===== config.mk =====
export PLATFORM = sky130hd
export DESIGN_NAME = systolic_feature_loader
export DESIGN_NICKNAME = d
export VERILOG_FILES = /design/src/rtl/systolic_feature_loader.sv
export SDC_FILE = /design/constraint.sdc
export NUM_CORES = 1
export LEC_CHECK = 0
export CORE_MARGIN = 1.5
export CORE_UTILIZATION = 40
export CTS_CLUSTER_SIZE = 14
export DETAILED_ROUTE_END_ITERATION = 6
export DONT_BUFFER_PORTS = 1
export GPL_ROUTABILITY_DRIVEN = 1
export GPL_TIMING_DRIVEN = 0
export SYNTH_ARGS = -nofsm -noshare
export SYNTH_HDL_FRONTEND = slang
export SYNTH_SLANG_ARGS = --single-unit

===== constraint.sdc =====
create_clock -name clk -period 2.6 [get_ports clk]
set_input_delay 0 -clock clk [delete_from_list [all_inputs] [get_ports clk]]
set_output_delay 0 -clock clk [all_outputs]
set_load 0.005 [all_outputs]

===== src/rtl/systolic_feature_loader.sv =====
// systolic_feature_loader
// Fetches one 2x2 feature window (offsets 0, 1, IMG_W, IMG_W+1 from a base
// address) from feature memory and streams it row-skewed into a 2x2
// weight-stationary systolic array. One launch per rising edge of the enable,
// fixed 9-cycle latency from launch to the done pulse.

module systolic_feature_loader #(
   parameter int DATA_W = 8,
   parameter int ADDR_W = 6,
   parameter int IMG_W  = 5
) (
   input  logic              clk,
   input  logic              rst,
   input  logic              Feature_Loader_en,
   input  logic [ADDR_W-1:0] systolic_mode_feature_baseaddr,
   output logic              mem_rd_en,
   output logic [ADDR_W-1:0] mem_addr,
   input  logic [DATA_W-1:0] mem_rdata,
   output logic [DATA_W-1:0] feat_row0,
   output logic              feat_row0_valid,
   output logic [DATA_W-1:0] feat_row1,
   output logic              feat_row1_valid,
   output logic              busy,
   output logic              feature_Loader_done
);

   localparam logic [2:0] S_IDLE   = 3'd0;
   localparam logic [2:0] S_READ   = 3'd1;
   localparam logic [2:0] S_WAIT   = 3'd2;
   localparam logic [2:0] S_STREAM = 3'd3;
   localparam logic [2:0] S_DONE   = 3'd4;

   localparam logic [ADDR_W-1:0] OFF_ROW1    = ADDR_W'(IMG_W);
   localparam logic [ADDR_W-1:0] OFF_ROW1_P1 = ADDR_W'(IMG_W + 1);

   logic [2:0]        state_q, state_d;
   logic [1:0]        idx_q, idx_d;       // read index in READ, stream phase in STREAM
   logic [ADDR_W-1:0] base_q;
   logic              en_q;
   logic              launch_s;
   logic [ADDR_W-1:0] off_s;
   logic              rd_vld_q;           // read data presented on mem_rdata this cycle
   logic [1:0]        rd_idx_q;           // window slot that data belongs to
   logic [DATA_W-1:0] w0_q, w1_q, w2_q, w3_q;
   logic [DATA_W-1:0] row0_q, row0_d, row1_q, row1_d;
   logic              v0_q, v0_d, v1_q, v1_d;
   logic              busy_q, done_q;

   assign launch_s = (state_q == S_IDLE) && Feature_Loader_en && !en_q;

   // Window offset for the current read index
   always_comb begin
      off_s = {ADDR_W{1'b0}};
      case (idx_q)
         2'd0:    off_s = {ADDR_W{1'b0}};
         2'd1:    off_s = {{(ADDR_W-1){1'b0}}, 1'b1};
         2'd2:    off_s = OFF_ROW1;
         2'd3:    off_s = OFF_ROW1_P1;
         default: off_s = {ADDR_W{1'b0}};
      endcase
   end

   // Memory read strobe and address, decoded straight from state (address wraps)
   always_comb begin
      mem_rd_en = 1'b0;
      mem_addr  = {ADDR_W{1'b0}};
      if (state_q == S_READ) begin
         mem_rd_en = 1'b1;
         mem_addr  = base_q + off_s;
      end else begin
         mem_rd_en = 1'b0;
         mem_addr  = {ADDR_W{1'b0}};
      end
   end

   // FSM next-state and phase counter
   always_comb begin
      state_d = state_q;
      idx_d   = idx_q;
      case (state_q)
         S_IDLE: begin
            if (launch_s) begin
               state_d = S_READ;
               idx_d   = 2'd0;
            end else begin
               state_d = S_IDLE;
               idx_d   = 2'd0;
            end
         end
         S_READ: begin
            if (idx_q == 2'd3) begin
               state_d = S_WAIT;
               idx_d   = 2'd0;
            end else begin
               idx_d = idx_q + 2'd1;
            end
         end
         S_WAIT: begin
            state_d = S_STREAM;
            idx_d   = 2'd0;
         end
         S_STREAM: begin
            if (idx_q == 2'd2) begin
               state_d = S_DONE;
               idx_d   = 2'd0;
            end else begin
               idx_d = idx_q + 2'd1;
            end
         end
         S_DONE: begin
            state_d = S_IDLE;
            idx_d   = 2'd0;
         end
         default: begin
            state_d = S_IDLE;
            idx_d   = 2'd0;
         end
      endcase
   end

   // Next values of the array-facing registers: the skew pattern is loaded one cycle ahead
   always_comb begin
      row0_d = {DATA_W{1'b0}};
      v0_d   = 1'b0;
      row1_d = {DATA_W{1'b0}};
      v1_d   = 1'b0;
      if (state_q == S_WAIT) begin
         row0_d = w0_q;
         v0_d   = 1'b1;
      end else if ((state_q == S_STREAM) && (idx_q == 2'd0)) begin
         row0_d = w1_q;
         v0_d   = 1'b1;
         row1_d = w2_q;
         v1_d   = 1'b1;
      end else if ((state_q == S_STREAM) && (idx_q == 2'd1)) begin
         row1_d = w3_q;
         v1_d   = 1'b1;
      end else begin
         row0_d = {DATA_W{1'b0}};
         v0_d   = 1'b0;
         row1_d = {DATA_W{1'b0}};
         v1_d   = 1'b0;
      end
   end

   // Control state: FSM, enable edge detector, base address sampled at launch
   always_ff @(posedge clk or negedge rst) begin
      if (!rst) begin
         state_q <= S_IDLE;
         idx_q   <= 2'd0;
         en_q    <= 1'b0;
         base_q  <= {ADDR_W{1'b0}};
         busy_q  <= 1'b0;
         done_q  <= 1'b0;
      end else begin
         state_q <= state_d;
         idx_q   <= idx_d;
         en_q    <= Feature_Loader_en;
         busy_q  <= (state_d != S_IDLE);
         done_q  <= (state_d == S_DONE);
         if (launch_s) begin
            base_q <= systolic_mode_feature_baseaddr;
         end
      end
   end

   // Capture read data into the window registers one cycle after each read
   always_ff @(posedge clk or negedge rst) begin
      if (!rst) begin
         rd_vld_q <= 1'b0;
         rd_idx_q <= 2'd0;
         w0_q     <= {DATA_W{1'b0}};
         w1_q     <= {DATA_W{1'b0}};
         w2_q     <= {DATA_W{1'b0}};
         w3_q     <= {DATA_W{1'b0}};
      end else begin
         rd_vld_q <= mem_rd_en;
         rd_idx_q <= idx_q;
         if (rd_vld_q) begin
            case (rd_idx_q)
               2'd0:    w0_q <= mem_rdata;
               2'd1:    w1_q <= mem_rdata;
               2'd2:    w2_q <= mem_rdata;
               2'd3:    w3_q <= mem_rdata;
               default: w0_q <= w0_q;
            endcase
         end
      end
   end

   // Registered array outputs
   always_ff @(posedge clk or negedge rst) begin
      if (!rst) begin
         row0_q <= {DATA_W{1'b0}};
         v0_q   <= 1'b0;
         row1_q <= {DATA_W{1'b0}};
         v1_q   <= 1'b0;
      end else begin
         row0_q <= row0_d;
         v0_q   <= v0_d;
         row1_q <= row1_d;
         v1_q   <= v1_d;
      end
   end

   assign feat_row0           = row0_q;
   assign feat_row0_valid     = v0_q;
   assign feat_row1           = row1_q;
   assign feat_row1_valid     = v1_q;
   assign busy                = busy_q;
   assign feature_Loader_done = done_q;

endmodule

==> run metrics <==
syn avg cell area 14.7 um^2; prevailing post-synth register cell dfrtp_1; Die Ht 85.8 um; Routed WL just over 5000 um; placed inst area 2840 um^2; I/O Buffers 0; power after layout approximately 4 mW; global route overflow 0; Synth Area in Compound Gates approximately 7.6%; pins over their slew limit 0; classification of the worst setup path reg2out; Initial Utilization roughly 42%; top cell type's share of synthesized area about three fifths; WL/cell about 17 um; Worst EP arrival 2.46 ns; syn nets roughly 210; gpl congestion just under 0.7; CTS sink count 67; Post-synth EDFFs 0; CP delay by family, top simple AND/OR/NAND/NOR gates; CP dominant cell by count ha_1; Skew-Pair Late Insertion Delay around 0.34 ns; Synth Area in Adders slightly below 4%; initial antenna violation count 0; largest net degree at the start of global routing 68; synthesis warning total 0; mapped cell area around 2700 um^2; RSZ-0062 raised after global routing no; endpoints failing setup 0; outcome complete, no violations; Cells after Synth about 190; Root Buffer clkbuf_8; drt initial violations 54; first-pass GRT wire length around 8000 um; CTS tree yes; Vias around 1600; Core Area between 6000 and 7000 um^2; post-detail-place hpwl around 3300 um; Total GRT Usage 15.2%; final hold vios 0; routed vias/inst ~5.4; post-route ant nets 0; power density over the cells around 1200 nW/um^2; Final period util 94.7%; post-route cell area 3250 um^2; Synth cell types 36; worst-case vdd ir drop between 0.4 and 0.5 mV; largest family of logic cells by synthesized area multiplexers; Synth area leader dfrtp_1; Die X between 80 and 90 um; Nets approximately 240; CTS H-tree depth 3; share of cells above drive strength 1 30.3%; Min-Delay Path Class in2reg; Achievable Freq 0.406 GHz; CP max-delay cell or4_1; Worst-Margin Slew just over 0.8 ns; CTS Buffer Depth 2; Top Ports 44; area grow syn2layout 18.4%; Synth Area in XOR/XNOR less than 1%; die area 7360 um^2; worst path cell trace inv_1, ha_1, or2_2, ha_1, nor2_1, or4_1, a21oi_2; skew final 0.00756 ns; drc violations 0; multiplexer share of the synthesized area 16.0%; number of diodes 0; Buf/Inv on CP 1; min Tclk post-route 2.46 ns; Cell Rows 29; worst rel slew slack between 40% and 50%; Crit. End Element output port; startpoint types flop; ranking of synthesized cells by area dfrtp_1, mux2_2, a22o_1; number of global-route vias before repair between 1500 and 2000; TritonCTS Buffers 9; setup TNS 0 ns; LEAKAGE between 1 and 1.5 nW; max-cap violation count 0; Async SR Flop Fraction 100%; Seq/Total Area, Yosys between 60% and 70%; Simple-Gate Fraction of Synth Area roughly 9.0%; CP peak stage delay a little under 0.5 ns; Worst-path clk slew 0.07 ns; CP Max Fanout 5; Pre-antenna DRT Iters 4; Worst Path Required roughly 2.6 ns; number of synthesized register bits 67
[path summary, 6_finish.rpt]
path	startpoint	end	slack, ns	cells after the start
hold / removal	Feature_Loader_en	base_q[4]	0.11	2
setup reg to reg	state_q[1]	feat_row0[2]	1.02	3
max in group asynchronous	rst	base_q[5]	2.13	2
min in group asynchronous	rst	w3_q[4]	0.22	2
setup / recovery	idx_q[0]	mem_addr[5]	0.14	7
hold reg to reg	idx_q[1]	rd_idx_q[1]	0.45	0
[worst register-to-register path: stages (launching register included)]
cell and delay [ns]:
dfrtp_1 0.35, buf_2 0.20, nor3b_2 0.71, a22o_1 0.25
[synth_stat cells, types with 2 or more instances]
cell,count
or3_1,2
ha_1,7
a22o_2,2
a22o_1,14
mux2_2,38
nor3b_4,2
or2_1,2
inv_1,4
and3_1,3
nand3_1,2
nand3b_1,4
o21ai_0,4
a21oi_1,6
nor2_1,6
nand2_1,3
and2_1,2
dfrtp_1,67
[power breakdown]
part	switching, mW	internal, mW	leakage [nW]
sequential	0.263	1.50	0.828
clock	0.372	0.537	0.103
combinational	0.560	0.660	0.526
[metrics by stage]
stage,std cells,hold slack (ns),setup slack (ns),utilization (%)
5_1_grt,298,0.0948,0.0160,50.0
3_5_place_dp,264,-0.294,0.475,43.7
6_report,298,0.110,0.137,50.0
3_3_place_gp,264,-0.294,0.506,43.7
2_1_floorplan,187,-0.296,0.633,-
4_1_cts,297,0.0876,0.0940,49.8
[layer usage]
metal  track usage (%)  vias up  share of wire [%]
li1                  -      734                  -
met5                 0        -                  0
met4              9.53        0                2.5
met3              4.91       10                5.2
met1              18.1      818                 45
met2              23.8       52                 48
[repair_timing]
item                                   in CTS  in global routing
setup endpoints to repair                   0                  1
resized for setup                           0                  1
endpoints found under the hold margin     108                  0
hold buffers                               17                  0
setup buffers                               0                  1
[layout make-up]
type / count / area, um^2
Tap cell: 77 / 96.3
Sequential cell: 67 / 1680
Multi-Input combinational cell: 111 / 1010
Clock inverter: 5 / 77.6
Buffer: 5 / 42.5
Fill cell: 573 / 3250
Timing Repair Buffer: 18 / 195
Clock buffer: 11 / 131
Inverter: 4 / 15.0
[sequential cells by signal (all words and copies together) (netlist names), 3 cells and up]
register,cells
feat_row1,8
w0_q,8
w1_q,8
state_q,3
base_q,6
w3_q,8
w2_q,8
feat_row0,8
[logic make-up (layout without fill, tap and decap cells)]
kind of cell	count (synthesis)	after routing
buffers and inverters	9	43
muxes	39	39
xor gates and xnor gates	1	1
DFF	67	67
and+or+nand+nor	35	35
AOI/OAI and AO/OA	28	28
adders and majority gates	8	8
[placed cells by master (no fill, tap or decap), types with 2 or more instances in the layout]
| cell type | Yosys | layout |
|---|---|---|
| nor2_1 | 6 | 6 |
| buf_4 | 1 | 2 |
| nand3_1 | 2 | 2 |
| nor3b_4 | 2 | 2 |
| nand3b_1 | 4 | 4 |
| a21oi_1 | 6 | 5 |
| dlygate4sd3_1 | 0 | 16 |
| bufinv_16 | 0 | 2 |
| or2_1 | 2 | 2 |
| ha_1 | 7 | 7 |
| inv_1 | 4 | 4 |
| a22o_1 | 14 | 14 |
| clkinv_2 | 0 | 2 |
| o21ai_0 | 4 | 4 |
| clkbuf_8 | 0 | 9 |
| and3_1 | 3 | 3 |
| clkbuf_1 | 1 | 3 |
| and2_1 | 2 | 2 |
| nand2_1 | 3 | 3 |
| or3_1 | 2 | 2 |
| a22o_2 | 2 | 2 |
| mux2_2 | 38 | 38 |
| dfrtp_1 | 67 | 67 |
Power figures use the tool's default switching activity.
